[src/rtl/rf_wport_arb.sv]
// Register-file write-port arbiter: write-back stage vs. buffered long-latency results.
// Write-back normally wins; a starving buffered result raises ws_hold and is forced through.
module rf_wport_arb #(
   parameter int unsigned STARVE_MAX = 4,
   parameter int unsigned DEPTH      = 2
) (
   input  logic        clk,
   input  logic        resetn,
   input  logic        ws_we,
   input  logic [4:0]  ws_waddr,
   input  logic [31:0] ws_wdata,
   output logic        ws_hold,
   input  logic        ll_valid,
   output logic        ll_ready,
   input  logic [4:0]  ll_waddr,
   input  logic [31:0] ll_wdata,
   input  logic        flush,
   output logic        rf_we,
   output logic [4:0]  rf_waddr,
   output logic [31:0] rf_wdata,
   output logic [31:0] pend_mask
);

   localparam int unsigned PTR_W = (DEPTH > 1) ? $clog2(DEPTH) : 1;
   localparam int unsigned CNT_W = PTR_W + 1;
   localparam int unsigned STV_W = 4;

   logic [4:0]       addr_q [DEPTH];
   logic [4:0]       addr_d [DEPTH];
   logic [31:0]      data_q [DEPTH];
   logic [31:0]      data_d [DEPTH];
   logic [PTR_W-1:0] head_q, head_d;
   logic [PTR_W-1:0] tail_q, tail_d;
   logic [CNT_W-1:0] count_q, count_d;
   logic [STV_W-1:0] starve_q, starve_d;

   logic             nonempty;
   logic             full;
   logic             ws_req;
   logic             ws_gnt;
   logic             fifo_gnt;
   logic             pop;
   logic             push;
   logic [PTR_W-1:0] idx;

   // Status flags depend on registered state only, so ws_hold/ll_ready have no input paths.
   always_comb begin
      nonempty = (count_q != '0);
      full     = (count_q == CNT_W'(DEPTH));
      ll_ready = !full;
      ws_hold  = nonempty && (starve_q == STV_W'(STARVE_MAX));
   end

   always_comb begin
      ws_req   = ws_we && (ws_waddr != 5'd0);
      ws_gnt   = !ws_hold && ws_req;
      fifo_gnt = ws_hold || (!ws_req && nonempty);
      pop      = fifo_gnt && !flush;
      // Writes to r0 are consumed by the handshake but never stored.
      push     = ll_valid && ll_ready && !flush && (ll_waddr != 5'd0);
   end

   always_comb begin
      rf_we    = 1'b0;
      rf_waddr = '0;
      rf_wdata = '0;
      if (resetn) begin
         if (ws_gnt) begin
            rf_we    = 1'b1;
            rf_waddr = ws_waddr;
            rf_wdata = ws_wdata;
         end else if (fifo_gnt && !flush) begin
            rf_we    = 1'b1;
            rf_waddr = addr_q[head_q];
            rf_wdata = data_q[head_q];
         end
      end
   end

   always_comb begin
      addr_d   = addr_q;
      data_d   = data_q;
      head_d   = head_q;
      tail_d   = tail_q;
      count_d  = count_q;
      starve_d = starve_q;
      if (flush) begin
         head_d   = '0;
         tail_d   = '0;
         count_d  = '0;
         starve_d = '0;
      end else begin
         if (push) begin
            addr_d[tail_q] = ll_waddr;
            data_d[tail_q] = ll_wdata;
            tail_d         = tail_q + PTR_W'(1);
         end
         if (pop) begin
            head_d = head_q + PTR_W'(1);
         end
         case ({push, pop})
            2'b10:   count_d = count_q + CNT_W'(1);
            2'b01:   count_d = count_q - CNT_W'(1);
            default: count_d = count_q;
         endcase
         if (!nonempty || pop) begin
            starve_d = '0;
         end else if (starve_q != STV_W'(STARVE_MAX)) begin
            starve_d = starve_q + STV_W'(1);
         end
      end
   end

   // Head stays in the mask during the cycle it is written to the register file.
   always_comb begin
      pend_mask = '0;
      idx       = '0;
      for (int unsigned i = 0; i < DEPTH; i++) begin
         idx = head_q + PTR_W'(i);
         if (CNT_W'(i) < count_q) begin
            pend_mask[addr_q[idx]] = 1'b1;
         end
      end
   end

   always_ff @(posedge clk or negedge resetn) begin
      if (!resetn) begin
         head_q   <= '0;
         tail_q   <= '0;
         count_q  <= '0;
         starve_q <= '0;
         for (int unsigned i = 0; i < DEPTH; i++) begin
            addr_q[i] <= '0;
            data_q[i] <= '0;
         end
      end else begin
         head_q   <= head_d;
         tail_q   <= tail_d;
         count_q  <= count_d;
         starve_q <= starve_d;
         addr_q   <= addr_d;
         data_q   <= data_d;
      end
   end

endmodule
[config.mk]
export PLATFORM = sky130hd
export DESIGN_NAME = rf_wport_arb
export DESIGN_NICKNAME = d
export VERILOG_FILES = /design/src/rtl/rf_wport_arb.sv
export SDC_FILE = /design/constraint.sdc
export NUM_CORES = 1
export LEC_CHECK = 0
export BUFFER_PORTS_ARGS = -buffer_cell sky130_fd_sc_hd__buf_2
export CAP_MARGIN = 30
export CORE_ASPECT_RATIO = 0.6
export CORE_UTILIZATION = 43
export DETAILED_ROUTE_END_ITERATION = 7
export PLACE_DENSITY = 0.69
export SLEW_MARGIN = 25
export SYNTH_ARGS = -nofsm -noshare
export SYNTH_HDL_FRONTEND = slang
export SYNTH_SLANG_ARGS = --single-unit
[constraint.sdc]
create_clock -name clk -period 2.95 [get_ports clk]
set_input_delay 0.1475 -clock clk [delete_from_list [all_inputs] [get_ports clk]]
set_output_delay 0.1475 -clock clk [all_outputs]
set_load 0.01 [all_outputs]
==> results.txt, run 1 <==
The cell depth of the worst min-delay path is 2. The final layout net count is 694. The number of nets with antenna violations after detailed routing came out at 0.

The initial utilization of the core area, before any placement, comes to 0.452. The layout overhead on the synthesized area came out at 25.1%. The worst hold path belongs to the class primary input to flip-flop.

The startpoint identified for the worst register-to-register timing path is count_q[0]$_DFFE_PN0P_. For this run, global-route usage on met1 was measured as 0.318. In the synthesized netlist the async set-or-reset flop fraction comes to 1.00. The count of flip-flops with a built-in enable after synthesis is 0. The proportion of layout cells with a drive suffix above 1 is 0.475. The static power due to leakage came out at 2.75 nW. The measured slew at the worst slew-check pin is 0.899 ns. The final standard cell area without fillers came out at 6120 um2. The mean routed wirelength per cell came out at 17.5 um.

The worst reg-to-reg path cell count came out at 7. After synthesis, the cell types taking the most area are dfrtp_1 (42%), mux2_2 (25%), a21boi_0 (5.1%), nand2_1 (4.4%), o22ai_1 (4.3%). The power per unit of standard cell area came out at 827 nW/um2. After detailed routing, the number of vias per cell comes to 5.78. After global routing, the most crowded layer is met2. The post-CTS clock slew at the launch and capture registers of the worst setup and hold paths is 0.06 ns.

The die outline height came out at 84.6 um. A synthesized cell averages 10.4 um2. The met2 track utilization from global routing came out at 0.347.

The count of routing violations after the opening detailed-route iteration came out at 508. The most numerous cell in the Yosys netlist is mux2_2. The number of clock sinks seen by CTS is 82. The tree is rooted in a clkbuf_16.

The die is 140 um wide. The standard cell with the maximum stage delay on the critical path is dfrtp_1. The startpoint class of the critical path is a flip-flop. The overall routing resource usage is 0.232. The top cell type's share of synthesized area came out at 0.420. The die covers 11800 um2. The number of global-route vias before repair was 4241.

After floorplanning, the core was sized to cover 10800 um2. The number of buffers created by CTS came out at 9. The critical path goes through inv_1, ha_1, nand4bb_1, o211ai_1, buf_4, nand3_1, a21boi_0, buf_2. The shortest clock period the worst path allows after layout is 2.67 ns. TritonCTS built the clock tree. The worst hold path begins at ll_wdata[7].

The number of filler instances in the final layout came out at 950. For this run, the number of standard cells in the final layout without fillers is 752. The maximum single-stage delay on the critical path is 0.41 ns. Setup violations remaining at the end of the flow were counted as 0.

For this run, the leading register cell type out of synthesis is dfrtp_1. Entering global routing, the biggest net connects 75 pins. The global-route wire length before repair is 21500 um. By count the netlist is led by mux2_2 (110), dfrtp_1 (82), nand2_1 (57).

The number of warnings issued by yosys is 0. Clock latency on the worst-skew pair, taken at its later pin, is 0.33 ns. The initial antenna violation count is 1.

The total of flip-flops plus latches after synthesis came out at 82. The pre-antenna-repair detailed-routing pass consisted of 7 iterations. The reported max-cap violation count is 0.

The part of the Yosys area used for sequential elements is 0.420. The H-tree depth came out at 3. Summing all flip-flop and latch instances after layout gives 2050 um2. The biggest area consumer among synthesized cells is dfrtp_1. The maximum operating frequency came out at 0.374 GHz. The multi-input gate area in the final layout is 2660 um2. In the routed design, unresolved DRC markers number 0.

The sum of overflow across all layers after global routing is 0. Detailed placement finished with a half-perimeter wire length of 9180 um. The part of the cycle the worst path needs came out at 0.906. The largest voltage drop on the vdd net is 0.302 mV. The antenna diode instance count is 0. The worst register-to-register path ends at data_q[28]$_DFFE_PN0P_. The count of standard-cell rows is 29. The synthesized netlist net count came out at 553. For hold timing, the worst endpoint is data_q[39]$_DFFE_PN0P_.

The number of endpoints with negative hold slack in the final report came out at 0. The unique cell type count in the Yosys netlist came out at 39. The maximum clock skew at final layout is 0.00941 ns.

The max-slew violation count came to 0. The top-level port count came out at 151. The flow ran to the end, and the final reports show no timing, DRC or antenna violations. The remaining max-slew budget at the tightest pin came out at 0.395. The critical path start-end classification is flip-flop to primary output. The worst setup path is captured at a primary output. In the final timing run, aggregate negative setup slack is 0 ns. The synthesized instance count is 469. The critical path data arrival time came out at 2.53 ns. Summing over every cut layer, the via total after detailed routing is 4343. The worst reg-to-reg setup slack is 0.64 ns.

In the global route stage, met3 resource usage came out at 0.0759. The wire length reported by the detailed router is 13100 um. The total power after layout came out at 5.06 mW.

After synthesis the cells add up to 4890 um2. Along the worst path, the maximum fanout reaches 38. The clock passes through at most 2 buffers. The weighted congestion reported at the end of routability-driven placement came out at 0.917. During placement, the flow inserted port buffers numbering 150. Setup repair after global routing left no endpoint under its margin. Data on the critical path is required at its endpoint by 2.80 ns. Post-CTS timing repair inserted 0 buffers for setup. The post-detailed-placement cell area came out at 5790 um2. The number of instances in the placed design is 737.
## routing by layer
metal | part of all wire | routed length [um] | vias to the layer above
met5 | 0.00099 | 13 | -
met4 | 0.020 | 262 | 2
met3 | 0.093 | 1220 | 46
met2 | 0.43 | 5690 | 233
met1 | 0.45 | 5960 | 2063
li1 | - | - | 1999
## power breakdown
part / switching, mW / internal [mW]
registers: 0.288 / 1.61
clock network: 0.416 / 0.818
logic: 0.960 / 0.964
total: 1.66 / 3.39
## cell type report
| type | count | share of cell area |
|---|---|---|
| flip-flops and latches | 82 | 0.336 |
| clock inverters | 3 | 0.0147 |
| inverters | 9 | 0.00552 |
| repair buffers | 163 | 0.144 |
| multi-input cells | 345 | 0.434 |
| well taps | 139 | 0.0284 |
| clock buffers | 11 | 0.0380 |
## timing repair
item | in CTS | in global routing
endpoints found under the setup margin | 0 | 2
hold buffers | 1 | 0
hold endpoints to repair | 33 | 0
resized for setup | 0 | 1
## registers in the layout (all words and copies together), names as in the netlist
| name | flops |
|---|---|
| addr_q | 10 |
| count_q | 2 |
| data_q | 64 |
| head_q | 1 |
| starve_q | 4 |
| tail_q | 1 |
## cells by family after synthesis
family | after synthesis | share of synthesized area
compound gates | 92 | 0.131
xor+xnor | 3 | 0.00537
fa+ha+maj | 5 | 0.0128
buf+inv | 42 | 0.0407
flops | 82 | 0.420
mux | 116 | 0.266
simple gates | 129 | 0.125
## worst max-delay path: cells and delay by family, from the launching register on
kind                       cells  cell delay (ns)
DFF                            1             0.41
adders and majority gates      1             0.21
buffers and inverters          3             0.67
and+or+nand+nor                2             0.43
AOI/OAI and AO/OA              2             0.44
## layout by cell type (no fill, tap or decap), types with 3 or more instances in the layout
| cell type | netlist | layout |
|---|---|---|
| buf_2 | 9 | 149 |
| mux2_2 | 110 | 110 |
| dfrtp_1 | 82 | 81 |
| nand2_1 | 57 | 57 |
| nand3_1 | 37 | 37 |
| o22ai_1 | 34 | 34 |
| a21boi_0 | 33 | 33 |
| buf_4 | 6 | 11 |
| inv_1 | 9 | 9 |
| clkbuf_16 | 0 | 9 |
| nor2_1 | 9 | 8 |
| mux2i_1 | 6 | 6 |
| ha_1 | 5 | 5 |
| o21ai_0 | 4 | 4 |
| and3_1 | 4 | 4 |
| nand2b_1 | 3 | 3 |
| nor3b_1 | 3 | 3 |
| o32ai_1 | 3 | 3 |
| or3_1 | 3 | 3 |
| a211oi_1 | 3 | 3 |
| a21oi_1 | 3 | 3 |
| bufinv_16 | 0 | 3 |
## per-stage QoR
step,worst slack [ns],util,hold WS [ns]
global route,0.0116,0.566,0.0506
floorplan,0.879,-,-0.148
detailed placement,0.633,0.535,0.252
global placement,0.713,0.535,0.235
CTS,0.262,0.566,0.0488
finish,0.276,0.566,0.0604
## how the worst max path moves through the flow
| stage | from | endpoint | cells after the start |
|---|---|---|---|
| after detailed placement | count_q[0]$_DFFE_PN0P_ | rf_wdata[15] | 8 |
| after global placement | count_q[0]$_DFFE_PN0P_ | data_q[43]$_DFFE_PN0P_ | 7 |
| final | count_q[0]$_DFFE_PN0P_ | rf_wdata[15] | 8 |
| after CTS | count_q[1]$_DFFE_PN0P_ | rf_wdata[15] | 8 |
| after floorplan | count_q[0]$_DFFE_PN0P_ | addr_q[5]$_DFFE_PN0P_ | 8 |
| after global routing | count_q[1]$_DFFE_PN0P_ | rf_wdata[30] | 8 |
No activity file was read; power rests on OpenSTA's default activity.
==> run 2, diff against run 1 <==
- PLACE_DENSITY: 0.69 -> 0.8
==> run 2 against run 1 <==
  * Cell count is 0.13% lower
  * Sequential share of layout area rose by 0.28 points
  * Critical endpoint is now rf_waddr[0]
  * Highest routed layer unchanged
  * Hold slack hardly changed
  * Global-route usage is 0.57 points higher
  * Clock skew down 0.0033 ns
  * Final area is 0.84% lower
  * Maximum frequency decreased by 1.5%
  * Clock-buffer cell count is 3 higher
  * Critical path depth down 1
  * Combinational power barely moved
  * First-iteration DRC count shrank 41%
  * Register-to-register slack lost 0.24 ns
  * Critical path type unchanged
==> results.txt, run 2 (synthesis gave the netlist of run 1 again) <==
The number of buffers created by CTS came out at 9. The global-route wire length before repair came out at 22000 um. The worst register-to-register path ends at data_q[40]$_DFFE_PN0P_. Leaving out fill and tap cells, the most frequent cell in the layout is buf_2. The worst register-to-register path begins at count_q[0]$_DFFE_PN0P_. The largest registers in the layout are data_q x64, addr_q x10, starve_q x4. The weighted congestion reported at the end of routability-driven placement is 0.837. In this run the static leakage power is 2.72 nW.

The wire length reported by the detailed router is 13700 um. The path with the worst hold slack has its endpoint at data_q[55]$_DFFE_PN0P_. The register with the most flip-flops in the final layout is data_q. The number of vias in the routed layout is 4360. After clock tree synthesis, the repair step resized 0 gates. The number of buffers on the longest clock path came out at 2. Setup repair after global routing left no endpoint under its margin. TritonCTS built the clock tree. The layout overhead on the synthesized area came out at 24.0%. The worst hold path begins at ll_wdata[23]. The total negative slack for setup checks is 0 ns. The number of nets with antenna violations after detailed routing came out at 0. The worst register-to-register path has a depth of 7. STA puts the critical path data arrival time at 2.57 ns. The antenna diode instance count came out at 0.

STA classifies the critical path startpoint as a flip-flop. Summing internal, switching and leakage power gives 4.85 mW. The cell depth of the worst min-delay path came out at 2. The type of destination of the critical path is a primary output. The maximum clock skew at final layout came out at 0.00612 ns.

The multi-input gate area in the final layout is 2660 um2. The iteration count of the initial detailed-routing pass is 6. For this run, design rule violations remaining after detail routing come to 0. The core outline area is 10800 um2. The final layout net count came out at 693.

The proportion of layout cells with a drive suffix above 1 came out at 0.469. The die is 140 um wide. The layout has 937 filler cells. The utilization after layout is 0.561. The critical path start-end classification is flip-flop to primary output.

The clock reaches the later pin of the worst-skew pair after 0.34 ns. Setup violations remaining at the end of the flow were counted as 0. The power per unit of standard cell area came out at 800 nW/um2. The final standard cell area without fillers came out at 6070 um2. The maximum operating frequency came out at 0.368 GHz. The path type of the worst min-delay path is primary input to flip-flop. In the layout the commonest cells are buf_2 (149), mux2_2 (110), dfrtp_1 (81), nand2_1 (57), nand3_1 (37). The largest voltage drop on the vdd net came out at 0.347 mV.

The count of standard-cell rows came out at 29. Clock-pin slew was measured on the worst setup and hold paths at 0.06 ns. On the final layout, the worst hold slack is 0.0606 ns. The maximum number of pins on one net before global-route repair is 81. The measured slew at the worst slew-check pin came out at 0.897 ns. The flow ran to the end, and the final reports show no timing, DRC or antenna violations.

The clock tree synthesis step divided the H-tree into 3 levels. The count of hold buffers inserted by post-cts repair is 1. The reported max-cap violation count is 0. The average vias per placed instance came out at 5.81. The number of endpoints with negative hold slack in the final report is 0. The flip-flop count of the largest register after layout came out at 64.

The area of the die is 11800 um2. The initial core utilization is 0.452. The worst reg-to-reg setup slack is 0.40 ns. The sum of overflow across all layers after global routing is 0. For this block, the initial DRC count from the detailed router was 301.

For this run, the total global-route usage over all layers was measured as 0.238. The top-level port count came out at 151. The part of the cycle the worst path needs is 0.920. For this design, the sink count on the clock tree is 82. The max-slew violation count is 0. The required arrival time at the worst endpoint is 2.80 ns. The buffer type at the clock tree root is clkbuf_16. Across the whole layout, storage elements account for 2050 um2. The detailed-placement wirelength estimate is 9620 um.

The post-detailed-placement cell area came out at 5800 um2. The die is 84.6 um tall. Headroom to the max-slew limit came out at 0.396. The shortest clock period the worst path allows after layout came out at 2.71 ns. The post-CTS setup buffer count is 0. The count of buffers inserted at the top-level ports is 150. The number of global-route vias before repair is 4357. In this run the worst setup path begins at count_q[0]$_DFFE_PN0P_. The initial antenna violation count came out at 1. The mean routed wirelength per cell came out at 18.2 um.

The maximum fanout along the worst path is 14.
## run 2: cell count changes in the layout (fill, tap and decap cells not counted)
cell | previous run | this run
buf_4 | 11 | 8
bufinv_16 | 3 | 0
buf_12 | 2 | 4
clkbuf_1 | 2 | 4
clkbuf_8 | 0 | 1
o211a_1 | 0 | 1
o211a_2 | 1 | 0
## run 2: critical path, cell delays in order, from the launching register on
cell	delay, ns
dfrtp_1	0.43
inv_1	0.09
ha_1	0.21
nand4bb_1	0.31
o211a_1	0.35
or4_1	0.52
a21boi_1	0.16
buf_2	0.16
## run 2: final cells by class
cell class	count	share of cell area
Clock buffer	14	0.0419
Inverter	9	0.00557
Multi-Input combinational cell	345	0.438
Sequential cell	82	0.338
Tap cell	139	0.0287
Timing Repair Buffer	162	0.148
## run 2: layer usage
metal	GRT usage	part of all wire	wire length [um]
met1	0.320	0.45	6170
met2	0.377	0.45	6160
met3	0.0747	0.082	1120
met4	0.0549	0.016	215
met5	0	0.00080	11
## run 2: power by group
part,switching (mW),internal [mW]
combinational,0.963,0.971
sequential,0.308,1.61
clock,0.413,0.585
## run 2: worst max path at each step
| stage | endpoint | slack [ns] | cells past startpoint |
|---|---|---|---|
| 3_3_place_gp | data_q[39]$_DFFE_PN0P_ | 0.55 | 7 |
| 3_5_place_dp | data_q[48]$_DFFE_PN0P_ | 0.49 | 7 |
| 4_1_cts | rf_waddr[0] | 0.23 | 7 |
| 5_1_grt | rf_waddr[1] | 0.07 | 7 |
| 2_1_floorplan | addr_q[5]$_DFFE_PN0P_ | 0.88 | 8 |
| 6_report | rf_waddr[0] | 0.24 | 7 |
## run 2: per-stage QoR
step,setup slack [ns],std cells
final,0.235,751
after detailed placement,0.489,736
after global routing,0.0733,751
after floorplan,0.879,469
after CTS,0.232,751
after global placement,0.550,736
